File: src/rtl/tff_pkg.sv
// rtl/tff_pkg.sv - shared types and constants for the T-cell step counter
//
// Purpose: controller state encoding and count-direction constants used by
//          tff_count_ctrl and its testbench.
// Ports:   none (package).
package tff_pkg;

  typedef enum logic [1:0] {
    IDLE = 2'd0,
    LOAD = 2'd1,
    RUN  = 2'd2,
    DONE = 2'd3
  } state_t;

  localparam logic DIR_UP = 1'b1;
  localparam logic DIR_DN = 1'b0;

endpackage

File: src/rtl/tff_hold_cell.sv
// rtl/tff_hold_cell.sv - one synchronous T flip-flop cell with hold, preset and clear
//
// Purpose: single storage bit of the bank. Synchronous controls, priority
//          preset/clear > hold > toggle.
// Ports:
//   CLK       in   clock, rising edge
//   nCLEAR    in   asynchronous active-low reset (q -> 0)
//   t         in   toggle enable
//   nHOLD     in   active-low hold; keeps q regardless of t
//   nPRESET   in   active-low synchronous preset (q -> 1)
//   nCLEAR_s  in   active-low synchronous clear (q -> 0)
//   q         out  cell state
module tff_hold_cell (
  input  logic CLK,
  input  logic nCLEAR,
  input  logic t,
  input  logic nHOLD,
  input  logic nPRESET,
  input  logic nCLEAR_s,
  output logic q
);

  // Preset is checked before clear; the controller never asserts both.
  always_ff @(posedge CLK or negedge nCLEAR) begin
    if (!nCLEAR) begin
      q <= 1'b0;
    end else if (!nPRESET) begin
      q <= 1'b1;
    end else if (!nCLEAR_s) begin
      q <= 1'b0;
    end else if (!nHOLD) begin
      q <= q;
    end else if (t) begin
      q <= ~q;
    end
  end

endmodule

File: src/rtl/tff_count_ctrl.sv
// rtl/tff_count_ctrl.sv - loadable up/down step counter built from a bank of T cells
//
// Purpose: FSM (IDLE/LOAD/RUN/DONE) that drives per-bit toggle mask, hold and
//          preset/clear lines of WIDTH tff_hold_cell instances.
// Optional: define TFF_COUNT_CTRL_SATURATE_EN to stop the bank at the terminal
//           count instead of wrapping.
// Ports:
//   CLK       in   clock, rising edge
//   nCLEAR    in   asynchronous active-low reset
//   start     in   begin a counting run (IDLE only)
//   load      in   parallel load request (IDLE only, beats start)
//   load_val  in   [WIDTH]  value placed in the bank by a load
//   dir       in   1 = up, 0 = down (latched on start)
//   steps     in   [STEP_W] number of steps in the run (latched on start)
//   hold_req  in   freeze the bank this cycle while in RUN
//   Q         out  [WIDTH]  bank state
//   busy      out  high in LOAD, RUN, DONE
//   done      out  one-cycle pulse in DONE
//   tc        out  terminal count for the latched direction
module tff_count_ctrl
  import tff_pkg::*;
#(
  parameter int WIDTH  = 4,
  parameter int STEP_W = 8
) (
  input  logic              CLK,
  input  logic              nCLEAR,
  input  logic              start,
  input  logic              load,
  input  logic [WIDTH-1:0]  load_val,
  input  logic              dir,
  input  logic [STEP_W-1:0] steps,
  input  logic              hold_req,
  output logic [WIDTH-1:0]  Q,
  output logic              busy,
  output logic              done,
  output logic              tc
);

  state_t             state, state_nxt;
  logic               dir_q;
  logic [STEP_W-1:0]  remaining;
  logic [WIDTH-1:0]   mask;
  logic [WIDTH-1:0]   t;
  logic [WIDTH-1:0]   npreset;
  logic [WIDTH-1:0]   nclear_s;
  logic               nhold;
  logic               run_step;
  logic               accept;

  assign accept   = (state == IDLE) && !load && start;
  assign run_step = (state == RUN) && !hold_req;

  always_ff @(posedge CLK or negedge nCLEAR) begin
    if (!nCLEAR) state <= IDLE;
    else         state <= state_nxt;
  end

  always_comb begin
    state_nxt = state;
    case (state)
      IDLE: begin
        if (load)       state_nxt = LOAD;
        else if (start) state_nxt = (steps == '0) ? DONE : RUN;
      end
      LOAD: state_nxt = IDLE;
      RUN:  if (run_step && remaining == STEP_W'(1)) state_nxt = DONE;
      DONE: state_nxt = IDLE;
      default: state_nxt = IDLE;
    endcase
  end

  always_comb begin
    busy     = (state != IDLE);
    done     = (state == DONE);
    nhold    = !((state == RUN) && hold_req);
    npreset  = '1;
    nclear_s = '1;
    if (state == LOAD) begin
      npreset  = ~load_val;
      nclear_s = load_val;
    end
  end

  always_ff @(posedge CLK or negedge nCLEAR) begin
    if (!nCLEAR) begin
      dir_q     <= DIR_UP;
      remaining <= '0;
    end else if (accept) begin
      dir_q     <= dir;
      remaining <= steps;
    end else if (run_step) begin
      remaining <= remaining - STEP_W'(1);
    end
  end

  // Bit i toggles when all lower bits are 1 (up) or all 0 (down).
  always_comb begin
    logic up_all, dn_all;
    mask   = '0;
    up_all = 1'b1;
    dn_all = 1'b1;
    for (int i = 0; i < WIDTH; i++) begin
      mask[i] = (dir_q == DIR_UP) ? up_all : dn_all;
      up_all  = up_all & Q[i];
      dn_all  = dn_all & ~Q[i];
    end
  end

  assign tc = (dir_q == DIR_UP) ? (&Q) : ~(|Q);

`ifdef TFF_COUNT_CTRL_SATURATE_EN
  assign t = (run_step && !tc) ? mask : '0;
`else
  assign t = run_step ? mask : '0;
`endif

  for (genvar i = 0; i < WIDTH; i++) begin : g_cell
    tff_hold_cell u_cell (
      .CLK      (CLK),
      .nCLEAR   (nCLEAR),
      .t        (t[i]),
      .nHOLD    (nhold),
      .nPRESET  (npreset[i]),
      .nCLEAR_s (nclear_s[i]),
      .q        (Q[i])
    );
  end

endmodule

File: config.mk
export PLATFORM = sky130hd
export DESIGN_NAME = tff_count_ctrl
export DESIGN_NICKNAME = d
export VERILOG_FILES = /design/src/rtl/tff_pkg.sv /design/src/rtl/tff_hold_cell.sv /design/src/rtl/tff_count_ctrl.sv
export SDC_FILE = /design/constraint.sdc
export NUM_CORES = 1
export LEC_CHECK = 0
export CORE_MARGIN = 2
export CORE_UTILIZATION = 51
export DETAILED_ROUTE_END_ITERATION = 6
export DONT_BUFFER_PORTS = 1
export PLACE_DENSITY = 0.66
export SETUP_SLACK_MARGIN = 0.1
export SLEW_MARGIN = 20
export SYNTH_ARGS = -nofsm -noshare
export SYNTH_HDL_FRONTEND = slang
export SYNTH_SLANG_ARGS = --single-unit
File: constraint.sdc
create_clock -name CLK -period 2.2 [get_ports CLK]
set_clock_uncertainty 0.2 [all_clocks]
set_input_delay 0.44 -clock CLK [delete_from_list [all_inputs] [get_ports CLK]]
set_output_delay 0.44 -clock CLK [all_outputs]
set_load 0.005 [all_outputs]
== Yosys cells after proc, flatten, opt, wreduce, memory -nomap -nowiden ==
Cells that the tools add are included.
Word-level totals
  flip-flop bits (word level): 15
  bits of input ports: 18
  output and inout bits: 7
  logic and storage cells: 81
Operators by class
  add/sub/neg operators: 1
  equal/unequal tests: 14
  mux-type cells: 30
  bitwise logic cells: 10
  reductions and logical operators: 19
Operator list (number)
  $ne 3x3->1 const B: 9
  $mux 1: 21
  $mux 8: 2
  $mux 4: 3
  $reduce_and 2->1: 5
  $eq 8x1->1 const B: 1
  $logic_not 8->1: 1
  $sub 8x1->8 const B: 1
  $mux 2: 3
  $pmux 2 s3: 1
  $logic_and 1x1->1: 5
  $not 1->1: 5
  $and 1x1->1: 4
  $eq 2x2->1 const B: 2
  $not 4->4: 1
  $reduce_and 4->1: 1
  $reduce_bool 2->1: 2
  $reduce_or 4->1: 1
  $eq 2x1->1 const B: 1
  $logic_not 1->1: 2
  $logic_not 2->1: 1
  $ne 2x2->1 const B: 1
  $reduce_or 2->1: 1

== Longest topological paths before layout ==
Gate-level depths: netlist of the first run.
  word-level depth: 9
  mapped depth: 5
  gate-level depth less buffers: 5

== Modules after synthesis ==
From an unflattened synthesis of the first run, not the netlist that was laid out.
Second synthesis, totals
  cells, all modules: 106
  area, all modules: 969.7 um^2
By module, submodules not included
  tff_count_ctrl: instances 1, cells each 86, area an instance 744.5 um^2, sequential area each 276.5 um^2
  tff_hold_cell: instances 4, cells each 5, area an instance 56.3 um^2, sequential area each 25.0 um^2

== Least setup slack after synthesis of the first run ==
OpenSTA, ideal clock, no wires.
  path kind: register to output
  start: reg g_cell[0].u_cell.q
  end: out tc
  arrival: 1.110 ns
  required time: 1.560 ns
  setup slack: 0.450 ns
  cell stages (with the launch flop): 3
  path buffers: 0
  cells stage by stage: dfrtp_1 or4_1 mux2i_1
Between the ends
  longest elaborated chain between the ends: 3
  elaborated cells between the ends (all ways): 4
  classes of those cells: mux: 1; bitwise: 1; reduce/logical: 2
Ends and longest elaborated chain
  start, declared: line tff_hold_cell.sv:20  | output logic q
  start signal, assigned: line tff_hold_cell.sv:32  | q <= q;
  start signal, assigned: line tff_hold_cell.sv:34  | q <= ~q;
  $reduce_or 4->1: line tff_count_ctrl.sv:110  | assign tc = (dir_q == DIR_UP) ? (&Q) : ~(|Q);
  $not 1->1: line tff_count_ctrl.sv:110
  $mux 1 (*): line tff_count_ctrl.sv:110
  end, declared: line tff_count_ctrl.sv:37  | output logic tc
Mark *: on every way between the ends. The rest lies on a longest branch, timed or not.

== Worst setup path in the final report of the first run ==
  start: reg g_cell[1].u_cell.q
  end: out tc
Between the ends
  longest elaborated chain between the ends: 3
  elaborated cells between the ends (all ways): 4
  classes of those cells: mux: 1; bitwise: 1; reduce/logical: 2
Ends and longest elaborated chain (line)
  start, declared: tff_hold_cell.sv:20
  start signal, assigned: tff_hold_cell.sv:32
  start signal, assigned: tff_hold_cell.sv:34
  $reduce_or 4->1: tff_count_ctrl.sv:110
  $not 1->1: tff_count_ctrl.sv:110
  $mux 1 (*): tff_count_ctrl.sv:110
Marks and branches as above.

==> results of run 1 <==
area by class of cell:
type | count | area [sq um]
sequential | 15 | 379
multi-input combinational | 73 | 499
fill | 151 | 762
timing repair buffer | 2 | 17.5
inverter | 3 | 11.3
clock buffer | 4 | 26.3
tap | 25 | 31.3
worst reg2reg max path, delay by kind of cell (launching register included):
kind | cells | cell delay, ns
simple gates | 4 | 1.10
flops | 1 | 0.53
worst paths after layout:
| kind | startpoint | to | slack, ns | depth (start not counted) |
|---|---|---|---|---|
| setup / recovery | g_cell[1].u_cell.q$_DFFE_PN0P_ | tc | 0.13 | 2 |
| setup reg to reg | state[1]$_DFFE_PN0P_ | remaining[6]$_DFFE_PN0P_ | 0.31 | 4 |
| hold reg to reg | dir_q$_DFFE_PN1P_ | dir_q$_DFFE_PN1P_ | 0.31 | 2 |
| max in group asynchronous | nCLEAR | g_cell[1].u_cell.q$_DFFE_PN0P_ | 0.90 | 1 |
| min in group asynchronous | nCLEAR | remaining[6]$_DFFE_PN0P_ | 0.43 | 1 |
| hold / removal | dir | dir_q$_DFFE_PN1P_ | 0.03 | 2 |
flip-flops by register name, summed over array words and instances (netlist names):
| name | count |
|---|---|
| remaining | 8 |
| g_cell.u_cell.q | 4 |
| state | 2 |
| dir_q | 1 |
cell usage after synthesis, drive strengths merged, types with 2 or more instances:
| master | count |
|---|---|
| buf | 6 |
| xnor2 | 3 |
| ha | 2 |
| a221o | 2 |
| nor3 | 4 |
| dfrtp | 14 |
| nor2b | 2 |
| or2 | 2 |
| nor4b | 2 |
| o211ai | 2 |
| xor2 | 3 |
| nand2 | 12 |
| o21ai | 5 |
| o311ai | 2 |
| nand3 | 5 |
| a21oi | 2 |
| nor2 | 8 |
| or4 | 3 |
| nand3b | 2 |
| inv | 3 |
| nand4 | 2 |
kinds of logic after synthesis:
family	Yosys count	share of synthesized area, %
buf+inv	9	6.82
xor+xnor	6	5.62
fa+ha+maj	2	2.67
mux	2	2.27
flops	15	40.2
compound gates	15	11.1
simple gates	48	31.3
report_power, final:
part	internal, mW	total (mW)	switching [mW]
clock	0.0704	0.160	0.0899
combinational	0.245	0.456	0.211
sequential	0.420	0.628	0.208
total	0.735	1.24	0.509
metrics by stage:
| step | power [mW] | hold slack (ns) | util, % |
|---|---|---|---|
| 2_1_floorplan | 1.03 | -0.0556 | - |
| 3_3_place_gp | 1.05 | -0.0553 | 53.4 |
| 3_5_place_dp | 1.06 | -0.0553 | 53.4 |
| 4_1_cts | 1.25 | 0.0257 | 55.9 |
| 5_1_grt | 1.36 | 0.0243 | 55.9 |
| 6_report | 1.24 | 0.0306 | 55.9 |
layer usage:
metal / track usage (%) / vias to the layer above
met5: 0 / -
met4: 10.0 / 0
met3: 4.62 / 4
met2: 31.2 / 12
met1: 28.3 / 351
li1: - / 348
what timing repair did:
item	in CTS	in global routing
gates resized for setup	3	0
hold buffers	1	0
hold endpoints to repair	15	0
setup endpoints to repair	1	1
pin swaps	1	1
==> results.md, run 1 <==
* Status: complete, no violations
* Peak VDD IR at approximately 0.56 mV
* Critical Path Sink Type: output pin
* Max_slew headroom at 54.5%
* Metal-1 WL at around 890 um
* Final worst-path cycle share at 94.2%
* Post-route setup TNS at 0 ns
* Worst-Margin Slew at 0.680 ns
* Nets@finish at 118
* Core area at 1730 sq um
* CTS tree: done
* RSZ-0062 raised after global routing: true
* Via/cell ratio at 5.86
* Die W at 46.8 um
* Cell family with the largest share of critical-path delay: simple AND/OR/NAND/NOR gates
* Initial antenna violation count at 0
* Initial drt markers at 11
* CTS Buf Count at 3
* Residual DRC count at 0
* DP Worst Slack at 0.335 ns
* Area growth from synthesis to layout at 3.07%
* Setup bufs post-CTS at 0
* Fin area at about 960 sq um
* Worst min path class: in -> reg
* Die H at 46.8 um
* Root buf cell: clkbuf_4
* Main area contributors after synthesis: dfrtp_1 37%, nand2_1 4.8%, buf_4 3.2%
* Gr usage total at 20.8%
* Worst setup margin at 0.127 ns
* PD cells at 1290 nW/um^2
* Yosys reg bits at 15
* Synth async-reset ratio at 100%
* Dpl hpwl at 1.47 mm
* Layout Cells excl Fill at 122
* Vias in the first global route at 711
* Sequence of cells on the critical path: or4_4 > mux2i_1
* Slowest stage cell, crit path: or4_4
* First-pass GRT wire length at 3.15 mm
* Crit path arrival time at 1.43 ns
* Top Layer Used: met4
* Top cell type by total area after synthesis: dfrtp_1
* Mapped Avg Cell Area at just under 10 sq um
* Port bufs at 0
* EDFF count, synth at 0
* Clock slew at reported path FFs at 0.09 ns
* WL/cell at between 15 and 20 um
* Most frequent cells in the layout: 12 x nand2_1, 12 x dfrtp_1, 8 x nor2_1
* Met2 wire length at 907 um
* CP Class: reg -> out
* Sequential area share after synthesis at between 40% and 50%
* H-tree levels at 1
* Drt pass-1 iters at 4
* Required time worst endpoint at 1.56 ns
* Clock latency on the worst-skew pair at 0.28 ns
* Clock Path Buffers at 2
* Most used flip-flop cell after synthesis: dfrtp_1
* Post-Synthesis Cells at 97
* Max cap viols at 0
* Grt ovf at 0
* Max incr delay on CP at 0.52 ns
* Yosys warnings at 0
* RePlAce Congestion at ~0.80
* Placed Cells at 117
* Final setup viols at 0
* Ant diodes at 0
* LEAKAGE at 0.379 nW
* Hold Fails Final Rpt at 0
* Synth cell types at 36
* DIE AREA at approximately 2200 sq um
* Routed wl met3 at 80 um
* Worst-path maximum fanout at 6
* Fmax at ~480 MHz
* Starting Density at 54.2%
* Post-Syn Area at about 940 sq um
* FP Rows at 15
* Net Count, Synth at 117
* Dpl cell area at 922 sq um
* IO Pins at 25
* Period minus WS final at about 2.1 ns
* Final Max Tran Viols at 0
* Clock sinks at 15
* WL final at 1.92 mm
* WP buf/inv at 0
* Largest net degree at the start of global routing at 16
* Yosys top cell area share at 37.4%
* Layout cells sized above 1 at 15.5%
* Via count at 715
* Remaining antenna violation count after routing at 0
* Startpoint types: flop
No activity file was read; power rests on OpenSTA's default activity.
==> run 2: changes to the inputs <==
Settings changed: CORE_UTILIZATION 51 to 47, DONT_BUFFER_PORTS 1 to default, MAX_ROUTING_LAYER from default to met4, PLACE_DENSITY 0.66 to 0.77, SYNTH_HIERARCHICAL from default to 1.
==> run 2 against run 1 <==
Compared with the run above:
- clock power about the same
- via count is 44% higher
- sequential power is 14% lower
- sequential share of layout area shrank 13 points
- cell count is 48% higher
- worst hold slack gained 0.22 ns
- core utilization grew 18 points
- flip-flop and latch count unchanged
- routed wire length increased by 39%
- synthesized cell count is 9.3% higher
==> results.md, run 2 <==
* Crit path arrival time at 2.15 ns (+0.72 ns)
* Clock power frac at 10.0% (-2.9 points)
* RSZ-0062 raised after global routing: true
* Startpoint types: flop
* Vias in the first global route at 1006 (+41%)
* Root buf cell: clkbuf_4
* Combinational Power Share at 56.9% (+20 points)
* CTS tree: done
* EDFF count, synth at 0 (unchanged)
* Grt ovf at 0 (unchanged)
* R2r setup slk at 0.07 ns (-0.24 ns)
* Via/cell ratio at 5.67 (-3.2%)
* Crit path launch: state[0]$_DFFE_PN0P_
* Main area contributors after synthesis: dfrtp_1 36%, nand2_1 6.6%, o211ai_2 5.2%
* Fmax at 470 MHz (-2.5%)
* Clock latency on the worst-skew pair at 0.29 ns (about the same)
* Die W at 49.4 um (+5.5%)
* Via count at 1027 (+44%)
* FP Rows at 16 (+1)
* Cell with the most instances after synthesis: nand2_1
* Period minus WS final at 2.13 ns (+0.0529 ns)
* Max_slew headroom at 63.3% (+8.8 points)
* Clock Path Buffers at 2 (unchanged)
* Most frequent cells in the layout: 20 x clkdlybuf4s50_1, 20 x buf_4, 17 x nand2_1
* Fin util at 73.5% (+18 points)
* Most used flip-flop cell after synthesis: dfrtp_1
* CP Class: reg -> reg
* Final setup viols at 0 (unchanged)
* Largest register FFs at 8 (unchanged)
* Placed Cells at 172 (+47%)
* Synth cell types at 39 (+8.3%)
* Starting Density at 49.4% (-4.8 points)
* Max cap viols at 0 (unchanged)
* Hold Fails Final Rpt at 0 (unchanged)
* Pwr Total at 1.63 mW (+31%)
* Dpl hpwl at 1.98 mm (+34%)
* Layout cells sized above 1 at 25.3% (+9.9 points)
* Gr usage total at 24.8% (+4.0 points)
* WL final at 2.67 mm (+39%)
* Top reg by flops: remaining
* Port bufs at 24 (+24)
* R2R cell count at 5 (+1)
* DP Worst Slack at -0.347 ns (-0.682 ns)
* Sequential area share after synthesis at 38.8% (-1.4 points)
* Post-Synthesis Cells at 106 (+9.3%)
* Clock sinks at 15 (unchanged)
* Initial drt markers at 17 (+6)
* Fin area at 1440 sq um (+50%)
* Worst-path maximum fanout at 3 (-3)
* Switching share of power at 38.1% (-2.7 points)
* First-pass GRT wire length at 4.40 mm (+39%)
* Final Max Tran Viols at 0 (unchanged)
* R2R Path Start: state[0]$_DFFE_PN0P_
* Dpl cell area at 1360 sq um (+47%)
* Clock slew at reported path FFs at 0.09 ns (about the same)
* Synth top cells by count: 17 x nand2_1, 14 x dfrtp_1, 7 x nor2_1
* Required time worst endpoint at 2.23 ns (+0.67 ns)
* Yosys reg bits at 15 (unchanged)
* Area growth from synthesis to layout at 48.8%
* Worst hold slack at 0.255 ns (+0.224 ns)
* Nets@finish at 175 (+48%)
* Synth async-reset ratio at 100% (unchanged)
* Net Count, Synth at 126 (+7.7%)
* Biggest regs: remaining: 8 flops, g_cell.u_cell/q: 4 flops, state: 2 flops
* PD cells at 1130 nW/um^2 (-12%)
* Peak VDD IR at 0.727 mV (+30%)
* WL/cell at 14.8 um (-6.1%)
* Remaining antenna violation count after routing at 0 (unchanged)
* Drt pass-1 iters at 4 (unchanged)
* DIE AREA at 2440 sq um (+11%)
* Top cell type by total area after synthesis: dfrtp_1
* Switch Pwr at 0.621 mW (+22%)
* Die H at 49.4 um (+5.5%)
* Worst-Margin Slew at 0.549 ns (-0.131 ns)
* Initial antenna violation count at 0 (unchanged)
* Final worst-path cycle share at 96.7% (+2.4 points)
* Residual DRC count at 0 (unchanged)
* RePlAce Congestion at 0.872 (+8.5%)
* Yosys top cell area share at 36.1% (-1.3 points)
* Worst r2r dst: remaining[7]$_DFFE_PN0P_
* Worst setup margin at 0.0737 ns (-0.0529 ns)
* Worst min path class: in -> async
* Ant diodes at 0 (unchanged)
* Fill count at 170 (+13%)
* Reg power frac at 33.1% (-17 points)
* Mapped Avg Cell Area at 9.15 sq um (-5.2%)
* H-tree levels at 1 (unchanged)
* CTS Buf Count at 3 (unchanged)
* IO Pins at 25 (unchanged)
* Largest net degree at the start of global routing at 16 (unchanged)
* Layout Cells excl Fill at 181 (+48%)
* Post-Syn Area at 970 sq um (+3.6%)
* Status: complete, no violations
* Critical Path Sink Type: flop
* Cts hold-fix bufs at 0 (-1)
* Post-route setup TNS at 0 ns (unchanged)
* Worst setup endpoint: remaining[7]$_DFFE_PN0P_
* Core area at 1960 sq um (+14%)
* LEAKAGE at 0.622 nW (+64%)
* Yosys warnings at 6 (+6)
* Int Power at 1.01 mW (+37%)
==> run 2: cell count changes in the layout (fill, tap and decap cells not counted), moves of 4 or more <==
cell / previous run / this run
nand2_1: 12 / 17
nand2b_1: 0 / 4
buf_4: 1 / 20
o211ai_2: 0 / 4
nor3_1: 4 / 0
clkdlybuf4s50_1: 0 / 20
==> run 2: what timing repair did <==
action,in CTS,in global routing
cloned,0,0
setup buffers,4,1
pin swaps,2,1
setup endpoints to repair,4,5
resized for setup,11,4
==> run 2: layer usage <==
layer  share of wire, %  up-vias  wire length, um  GRT usage, %
li1                   -      491                -             -
met1                 40      497             1060          26.7
met2                 54       35             1440          45.0
met3                4.4        4              117          3.07
met4                1.9        0               50          11.6
met5                  0        -                0             -
==> run 2: cells by family after synthesis <==
group | count (synthesis) | synth area share, %
buffers and inverters | 7 | 3.48
AO/OA/AOI/OAI | 19 | 16.4
multiplexers | 1 | 1.03
AND/OR/NAND/NOR | 60 | 35.9
adder cells (fa/ha/maj) | 2 | 2.58
flip-flops | 15 | 38.8
XOR/XNOR | 2 | 1.81
==> run 2: area by class of cell <==
cell class	count	area, sq um	area share (%)
timing repair buffer	46	405	28.1
tap	27	33.8	2.34
clock buffer	4	26.3	1.82
sequential	15	377	26.1
multi-input combinational	84	582	40.3
inverter	5	18.8	1.30
==> run 2: power by group through the flow <==
| stage | registers [mW] | clock network [mW] | logic, mW |
|---|---|---|---|
| finish | 0.539 | 0.162 | 0.927 |
| global placement | 0.526 | 0 | 0.810 |
| global route | 0.556 | 0.181 | 1.01 |
| floorplan | 0.556 | 0 | 0.413 |
| CTS | 0.531 | 0.164 | 0.896 |
| detailed placement | 0.532 | 0 | 0.851 |
==> run 2: worst min path at each step <==
stage,from,end,slack (ns),cells past startpoint
final,nCLEAR,remaining[3]$_DFFE_PN0P_,0.25,2
after global routing,nCLEAR,remaining[3]$_DFFE_PN0P_,0.28,2
after CTS,nCLEAR,remaining[1]$_DFFE_PN0P_,0.26,2
after detailed placement,remaining[7]$_DFFE_PN0P_,state[0]$_DFFE_PN0P_,0.28,1
after global placement,remaining[7]$_DFFE_PN0P_,state[0]$_DFFE_PN0P_,0.28,1
after floorplan,nCLEAR,g_cell[0].u_cell/q$_DFFE_PN0P_,-0.06,0
==> run 2: worst max-delay path, cell delays in order (launching register included) <==
cell and delay [ns]:
dfrtp_1 0.41, buf_6 0.13, or3b_4 0.39, or4_4 0.43
or4_1 0.41, nand3_1 0.09
